`src/rtl/digit_counter_nd.sv`:
```
// Multi-digit up/down counter, hex or BCD per digit, with load, tc and wrap.
// Digit 0 is the least significant nibble; tc cascades to a following stage.
module digit_counter_nd #(
    parameter int NDIGITS = 4,
    localparam int W = 4 * NDIGITS
) (
    input  logic         clk,
    input  logic         reset,
    input  logic         en,
    input  logic         up,
    input  logic         load,
    input  logic [W-1:0] load_val,
    input  logic         bcd_mode,
    output logic [W-1:0] digits,
    output logic         tc,
    output logic         wrap
);

    logic [3:0]   dmax;
    logic [W-1:0] nxt_inc;
    logic [W-1:0] nxt_dec;
    logic [W-1:0] load_fix;
    logic         tc_up;
    logic         tc_dn;

    assign dmax = bcd_mode ? 4'd9 : 4'd15;

    // Ripple carry/borrow across digits in one cycle.
    always_comb begin
        logic       carry;
        logic       borrow;
        logic [3:0] d;
        logic [3:0] e;
        logic [3:0] l;
        nxt_inc  = '0;
        nxt_dec  = '0;
        load_fix = '0;
        tc_up    = 1'b1;
        tc_dn    = 1'b1;
        carry    = 1'b1;
        borrow   = 1'b1;
        for (int k = 0; k < NDIGITS; k++) begin
            d = digits[4*k +: 4];
            e = (bcd_mode && d > 4'd9) ? 4'd9 : d;
            l = load_val[4*k +: 4];
            load_fix[4*k +: 4] = (bcd_mode && l > 4'd9) ? 4'd9 : l;
            tc_up = tc_up & (d >= dmax);
            tc_dn = tc_dn & (d == 4'd0);
            if (carry) begin
                if (e == dmax) begin
                    nxt_inc[4*k +: 4] = 4'd0;
                end else begin
                    nxt_inc[4*k +: 4] = e + 4'd1;
                    carry = 1'b0;
                end
            end else begin
                nxt_inc[4*k +: 4] = d;
            end
            if (borrow) begin
                if (e == 4'd0) begin
                    nxt_dec[4*k +: 4] = dmax;
                end else begin
                    nxt_dec[4*k +: 4] = e - 4'd1;
                    borrow = 1'b0;
                end
            end else begin
                nxt_dec[4*k +: 4] = d;
            end
        end
    end

    assign tc = up ? tc_up : tc_dn;

    always_ff @(posedge clk) begin
        if (reset) begin
            digits <= '0;
            wrap   <= 1'b0;
        end else if (load) begin
            digits <= load_fix;
            wrap   <= 1'b0;
        end else if (en) begin
            digits <= up ? nxt_inc : nxt_dec;
            wrap   <= tc;
        end else begin
            wrap   <= 1'b0;
        end
    end

endmodule

```
`config.mk`:
```
export PLATFORM = sky130hd
export DESIGN_NAME = digit_counter_nd
export DESIGN_NICKNAME = d
export VERILOG_FILES = /design/src/rtl/digit_counter_nd.sv
export SDC_FILE = /design/constraint.sdc
export NUM_CORES = 1
export LEC_CHECK = 0
export BUFFER_PORTS_ARGS = -buffer_cell sky130_fd_sc_hd__buf_4
export CORE_UTILIZATION = 56
export DETAILED_ROUTE_END_ITERATION = 12
export PLACE_DENSITY = 0.91
export SLEW_MARGIN = 20
export SYNTH_ARGS = -nofsm -noshare
export SYNTH_HDL_FRONTEND = slang
export SYNTH_SLANG_ARGS = --single-unit
```
`constraint.sdc`:
```
create_clock -name clk -period 2.85 [get_ports clk]
set_input_delay 0.1425 -clock clk [delete_from_list [all_inputs] [get_ports clk]]
set_output_delay 0.1425 -clock clk [all_outputs]
set_load 0.02 [all_outputs]
```
-- Yosys cells after proc, flatten, opt, wreduce, memory -nomap -nowiden
Index checks and enable logic that the tools add are counted.
- $add $sub $neg: 8
- magnitude comparators: 12
- eq/ne operators: 7
- muxes and demuxes: 37
- bitwise operators: 7
- reductions and logical operators: 24
- operator list (operator ; number):
    two-way mux 4 bit ; 22
    two-way mux 16 bit ; 3
    > comparator 4 bit (second input constant) ; 8
    logical NOT 4 bit ; 8
    adder 4 x 1 -> 4 bit (second input constant) ; 4
    == test 4 bit ; 4
    >= comparator 4 bit ; 4
    subtractor 4 x 1 -> 4 bit (second input constant) ; 4
    two-way mux 1 bit ; 11
    != test 3 x 1 -> 1 bit (second input constant) ; 3
    AND reduction 3 bit ; 3
    nonzero test 3 bit ; 3
    logical AND 1 bit ; 8
    bitwise AND 1 bit ; 6
    two-way mux 3 bit ; 1
    OR reduction 3 bit ; 1
    nonzero test 2 bit ; 1
    NOT 1 bit ; 1
- flip-flop bits (word level): 17
- output and inout port bits: 18

-- Depth between registers and ports, before layout
Gate-level depths: netlist of the first run.
- depth in word-level cells: 11
- gate-level depth with buffers: 11
- gate-level depth less buffers: 9

-- Worst setup path before layout of the first run
OpenSTA, ideal clock, no wires.
- path type: register -> register
- start point: reg digits[9]
- end point: reg digits[9]
- setup time: 0.136 ns
- data arrival time: 2.361 ns
- data required time: 2.714 ns
- slack: 0.353 ns
- cell stages (with the launch flop): 11
- path buffers: 1
- cell sequence: dfxtp_1 -> clkbuf_1 -> o211a_1 -> or2_1 -> inv_1 -> ha_1 -> or3b_1 -> mux2i_1 -> a32o_1 -> a2111oi_0 -> a211oi_1
- word-level cells in the longest chain between the ends: 9
- ends and longest elaborated chain (what ; RTL line ; text):
    start: declaration ; 14 ; output logic [W-1:0] digits,
    start signal: assignment ; 79 ; digits <= load_fix;
    start signal: assignment ; 82 ; digits <= up ? nxt_inc : nxt_dec;
    > comparator 4 bit ; 44 ; e = (bcd_mode && d > 4'd9) ? 4'd9 : d;
    logical AND 1 bit ; 44 ;
    two-way mux 4 bit (*) ; 44 ;
    subtractor 4 x 1 -> 4 bit, or another cell as far along ; 63 ; nxt_dec[4*k +: 4] = e - 4'd1;
    two-way mux 4 bit (on tied branches) ; 60, 50 ;
    two-way mux 4 bit (on tied branches) ; 59, 49 ;
    two-way mux 16 bit (*) ; 82 ;
    two-way mux 16 bit (*) ; 81 ; end else if (en) begin
    two-way mux 16 bit (*) ; 78 ; end else if (load) begin
Every way passes the cells marked *; elsewhere a longest branch is shown, timed or not. The select of a mux whose other input is x is not followed.
A chain may end at the register's enable or synchronous reset.

-- Worst setup path after layout of the first run
- start point: reg digits[3]
- end point: reg digits[13]
- word-level cells in the longest chain between the ends: 9
- ends and longest elaborated chain (what ; RTL line):
    > comparator 4 bit ; 44
    logical AND 1 bit ; 44
    two-way mux 4 bit (*) ; 44
    == test 4 bit or logical NOT 4 bit (tied branches) ; 50, 60
    two-way mux 1 bit (on tied branches) ; 50, 60
    two-way mux 1 bit (on tied branches) (2 in a row) ; 49, 59
    != test 3 x 1 -> 1 bit (no line) or nonzero test 3 bit (tied branches) ; n/a
    AND reduction 3 bit (no line) (*) ; n/a
Every way passes the cells marked *; elsewhere a longest branch is shown, timed or not.

==> results of run 1 <==
-- per-stage QoR --
step,hold WS [ns],instances,setup slack [ns],power (mW)
2_1_floorplan,0.298,279,0.353,0.623
6_report,0.109,354,0.209,0.901
5_1_grt,0.122,354,0.00298,0.958
4_1_cts,0.113,354,0.242,0.894
3_5_place_dp,0.427,350,0.281,0.756
3_3_place_gp,0.431,350,0.368,0.743
-- metal layers --
metal / GRT usage (%) / vias to the layer above / part of all wire [%]
li1: - / 1098 / -
met1: 39.1 / 1082 / 44
met2: 51.5 / 122 / 47
met3: 3.83 / 14 / 7.5
met4: 9.88 / 0 / 1.5
met5: 0 / - / 0
-- cells by family after synthesis --
kind of cell	count (synthesis)	synth area share, %
flip-flops	17	16.6
buffers and inverters	41	9.05
AO/OA/AOI/OAI	105	36.8
XOR/XNOR	3	1.28
adder cells (fa/ha/maj)	16	9.79
multiplexers	8	4.04
AND/OR/NAND/NOR	89	22.4
-- placed cells by master (no fill, tap or decap), types with 6 or more instances in the layout --
cell type   n
o21ai_1     6
nor2_1     21
mux2i_1     6
a21oi_1    21
a21o_1      6
ha_1       16
nand2_1    21
nor3_1      9
o21ai_0    19
dfxtp_1    17
buf_4      47
inv_1      19
nand3_1    10
-- power breakdown --
group | switching (mW) | internal (mW) | leakage (nW)
registers | 0.0386 | 0.260 | 0.140
logic | 0.259 | 0.202 | 0.933
clock network | 0.0884 | 0.0522 | 0.0177
-- worst max-delay path by stage --
stage,startpoint,end,slack [ns],cells past startpoint
2_1_floorplan,digits[9],digits[9],0.35,10
3_3_place_gp,digits[3],digits[13],0.37,9
3_5_place_dp,digits[3],digits[13],0.28,9
4_1_cts,digits[3],digits[13],0.24,9
5_1_grt,digits[3],digits[13],0.003,9
6_report,digits[3],digits[13],0.21,9
-- state kept, by name (all words and copies together) (netlist names) --
name    flops
digits     16
wrap        1
-- worst max-delay path, cell delays in order, from the launching register on --
cell	delay (ns)
dfxtp_1	0.58
nand2_1	0.22
o21bai_1	0.29
inv_1	0.07
ha_1	0.22
nor3b_2	0.19
o21a_1	0.23
o221a_2	0.29
nand2b_1	0.13
mux2_1	0.33
-- area by class of cell --
| type | instances | area [um2] | area share, % |
|---|---|---|---|
| Timing Repair Buffer | 47 | 353 | 14.9 |
| Clock buffer | 3 | 22.5 | 0.950 |
| Tap cell | 46 | 57.6 | 2.43 |
| Multi-Input combinational cell | 221 | 1520 | 64.2 |
| Inverter | 19 | 71.3 | 3.01 |
| Clock inverter | 1 | 5.00 | 0.211 |
| Sequential cell | 17 | 340 | 14.4 |
==> qor.txt, run 1 <==
status - completed
# hold bufs at CTS - 0
Critical Path AT - 2.84 ns
Critical Path Fanout Max - 12
I/O Buffers - 39
Critical Setup Path Class - flip-flop to flip-flop
Tmin final - 2.64 ns
CTS Root Cell - clkbuf_4
setup TNS - 0 ns
Reg2Reg Depth - 9
grt total ovfl - 0
Worst-Margin Slew - 0.751 ns
routed vias/inst - 6.54
Final Instance Area - 2370 um2
Area contributors post-synth - dfxtp_1, ha_1, a21oi_1, o21ai_0, nand2_1
Peak Freq - 379 MHz
Synth Area per Inst - 7.33 um2
mapped cell area - 2050 um2
Hold Crit Class - input pin to flip-flop
CP required - 3.05 ns
initial antenna violation count - 0
Core ar. - 3420 um2
R2R Path Start - digits[3]
Worst Hold Depth - 3
# fillers - 287
Hold Path Sink - digits[1]
pin count of the biggest net entering global routing - 33
post-synth cell types - 66
CTS tree - yes
max-slew violation count - 0
dominant cell type by area after synthesis - dfxtp_1
part of the cycle the worst path needs - 92.7%
DP Area - 2340 um2
area delta synth->final - 15.8%
# rows - 21
Async SR Flop Fraction - 0%
max_cap viols - 0
Final Skew - 0.00302 ns
die area - 3900 um2
most frequent cells after synthesis - a21oi_1, nand2_1, nor2_1
ys flop type - dfxtp_1
Max-slew headroom - 49.8%
R2R Path End - digits[13]
Post-CTS Resized - 0
CTS Sinks - 17
dpl hpwl - 4.11 mm
post-CTS setup buffer count - 0
Post-Synthesis Cells - 279
synthesized flop and latch total - 17
routed len/inst - 16.0 um
die height - 62.4 um
initial core utilization - 59.9%
final core utilization - 69.4%
layout cells sized above 1 - 19.5%
Routed Antenna Nets - 0
Num CTS Buffers - 3
Worst Setup Start Kind - flip-flop
number of global-route vias before repair - 2137
Worst IR Drop VDD - 0.278 mV
top cell type's share of synthesized area - 16.6%
1st-pass router iterations - 5
RSZ-0062 raised after global routing - false
DRC viols - 0
sequential share of the synthesized area - 16.6%
cell area power density - 380 nW/um2
Yosys warnings - 0
Skew-Pair Late Insertion Delay - 0.30 ns
EDFF count, synth - 0
die width - 62.4 um
drt initial violations - 269
HP Start - load_val[1]
GPL Wtd Cong - 0.932
Max clock buf depth - 2
Static Leak - 1.09 nW
final setup vio count - 0
Tot GR Track Use - 30.2%
critical path endpoint category - flip-flop
first-pass GRT wire length - 9.74 mm
detailed-route via count - 2316
Boundary Pins - 40
nets@finish - 347
H-tree Lvls - 1
Reg2Reg Setup Slack - 0.21 ns
Post-Route WL - 5.66 mm
clk slew on worst S/H paths - 0.12 ns
# diodes - 0
Final Hold Viols - 0
Synthesized Nets - 317
No activity file was read; power rests on OpenSTA's default activity.
==> inputs of run 2 (changes only) <==
--- a/config.mk
+++ b/config.mk
@@ -9,6 +9,7 @@
 export CORE_UTILIZATION = 56
 export DETAILED_ROUTE_END_ITERATION = 12
 export PLACE_DENSITY = 0.91
+export REMOVE_ABC_BUFFERS = 1
 export SLEW_MARGIN = 20
 export SYNTH_ARGS = -nofsm -noshare
 export SYNTH_HDL_FRONTEND = slang
==> run 2 against run 1 <==
  * Design area fell by 0.37%
  * Global-route usage is 0.49 points higher
  * Sequential share of layout area increased by 0.053 points
  * Routed wire length increased by 0.46%
  * Die area is the same
  * Utilization is 0.26 points lower
  * Worst setup slack better by 0.072 ns
  * Via count decreased by 1.3%
  * Combinational power fell by 0.9%
  * Final cell count shrank 0.28%
  * Clock power about the same
  * Register-to-register slack improved by 0.07 ns
  * Critical endpoint is now digits[9]
  * Largest power group unchanged
==> qor.txt, run 2 (synthesis results as in run 1) <==
status - completed
initial antenna violation count - 0 (unchanged)
critical path endpoint category - flip-flop
most common cell after layout, fill and taps aside - buf_4
Hold Crit Class - input pin to flip-flop
nets@finish - 346 (-0.29%)
met3 usage - 2.55% (-1.3 points)
Static Leak - 1.08 nW (-0.77%)
routed vias/inst - 6.48 (-1.0%)
Reg2Reg Setup Slack - 0.28 ns (+0.07 ns)
met2 Use GR - 48.8% (-2.7 points)
max-slew violation count - 0 (unchanged)
Reg with most FFs - digits
drt initial violations - 294 (+9.3%)
max_cap viols - 0 (unchanged)
first-pass GRT wire length - 9.79 mm (+0.58%)
part of the cycle the worst path needs - 90.1% (-2.5 points)
cell area power density - 382 nW/um2 (+0.63%)
pin count of the biggest net entering global routing - 33 (unchanged)
Max-slew headroom - 45.3% (-4.5 points)
number of global-route vias before repair - 2155 (+0.84%)
Critical Path Fanout Max - 10 (-2)
CTS Root Cell - clkbuf_4
setup TNS - 0 ns (unchanged)
dpl hpwl - 4.15 mm (+0.90%)
post-CTS setup buffer count - 0 (unchanged)
Worst-Margin Slew - 0.818 ns (+0.0668 ns)
Routed Antenna Nets - 0 (unchanged)
routed len/inst - 16.1 um (+0.74%)
Worst IR Drop VDD - 0.272 mV (-2.0%)
DRC viols - 0 (unchanged)
largest registers - digits: 16 flops, wrap: 1 flops
Total Power - 903 uW (+0.26%)
layout cells sized above 1 - 18.9% (-0.59 points)
I/O Buffers - 39 (unchanged)
area delta synth->final - 15.4%
commonest non-fill, non-tap cells in the layout - buf_4, nand2_1, nor2_1, a21oi_1
CP required - 3.03 ns (-0.02 ns)
HP Start - load_val[1]
GR peak layer - met2
Num CTS Buffers - 3 (unchanged)
Reg2Reg Depth - 9 (unchanged)
Hold Path Sink - digits[1]
Tot GR Track Use - 30.7% (+0.49 points)
# diodes - 0 (unchanged)
Critical Path AT - 2.75 ns (-0.09 ns)
# rows - 21 (unchanged)
DP Cell Count - 349 (-0.29%)
# hold bufs at CTS - 0 (unchanged)
initial core utilization - 59.9% (unchanged)
final setup vio count - 0 (unchanged)
die area - 3900 um2 (unchanged)
Tmin final - 2.57 ns (-0.0725 ns)
GRT met1 Usage - 42.6% (+3.5 points)
Max clock buf depth - 2 (unchanged)
detailed-route via count - 2286 (-1.3%)
Post-Route WL - 5.68 mm (+0.46%)
# fillers - 291 (+1.4%)
Peak Freq - 389 MHz (+2.8%)
Final Skew - 0.00863 ns (+0.00561 ns)
Post-CTS Resized - 0 (unchanged)
die width - 62.4 um (unchanged)
Skew-Pair Late Insertion Delay - 0.31 ns (about the same)
Final Hold Viols - 0 (unchanged)
Critical Setup Path Class - flip-flop to flip-flop
R2R Path End - digits[9]
GPL Wtd Cong - 0.949 (+1.9%)
number of flip-flops in the largest register - 16 (unchanged)
CTS Sinks - 17 (unchanged)
CTS tree - yes
H-tree Lvls - 1 (unchanged)
clk slew on worst S/H paths - 0.12 ns (about the same)
1st-pass router iterations - 8 (+3)
die height - 62.4 um (unchanged)
Boundary Pins - 40 (unchanged)
RSZ-0062 raised after global routing - false
Core ar. - 3420 um2 (unchanged)
Worst Hold Depth - 3 (unchanged)
Non-Filler Instances - 353 (-0.28%)
grt total ovfl - 0 (unchanged)
Worst Setup Start Kind - flip-flop
R2R Path Start - digits[9]
-- run 2: cell count changes in the layout (fill, tap and decap cells not counted), sizes merged --
cell and delta:
clkbuf +1, buf -1, clkinv -1
-- run 2: worst max path at each step --
stage | from | to | slack (ns) | depth (start not counted)
3_3_place_gp | digits[9] | digits[9] | 0.45 | 9
6_report | digits[9] | digits[9] | 0.28 | 9
5_1_grt | digits[9] | digits[9] | 0.15 | 9
2_1_floorplan | digits[3] | digits[13] | 0.36 | 9
3_5_place_dp | digits[9] | digits[9] | 0.33 | 9
4_1_cts | digits[9] | digits[9] | 0.30 | 9
-- run 2: area by class of cell --
class | instances | area, um2 | area share [%]
clock buffers | 4 | 26.3 | 1.11
inverters | 19 | 71.3 | 3.02
multi-input cells | 221 | 1520 | 64.4
flip-flops and latches | 17 | 340 | 14.4
well taps | 46 | 57.6 | 2.44
repair buffers | 46 | 345 | 14.6
-- run 2: routing by layer --
layer	wire length (um)	part of all wire, %	vias up
met3	390	6.9	8
met2	2700	47	99
li1	-	-	1099
met4	58	1.0	0
met1	2540	45	1080
met5	0	0	-
-- run 2: where the power goes --
part | internal, mW | total [mW] | switching [mW]
Sequential | 0.260 | 0.301 | 0.0408
Combinational | 0.201 | 0.458 | 0.258
Clock | 0.0546 | 0.144 | 0.0895
Total | 0.515 | 0.903 | 0.388
-- run 2: worst max-delay path, cell delays in order, from the launching register on --
cell and delay, ns:
dfxtp_1 0.42, o211a_1 0.28, or2_1 0.24, inv_1 0.09, ha_1 0.19, or3b_1 0.41, mux2i_1 0.15, a32o_1 0.22
a2111oi_0 0.38, a211oi_1 0.09
-- run 2: metrics by stage --
step	util (%)	setup slack [ns]	hold WS, ns	area (um2)
final	69.1	0.281	0.0810	2360
after global routing	69.1	0.153	0.0823	2360
after CTS	69.1	0.299	0.0818	2360
after detailed placement	68.4	0.326	0.406	2330
after global placement	68.4	0.452	0.395	2330
after floorplan	-	0.360	0.212	1930
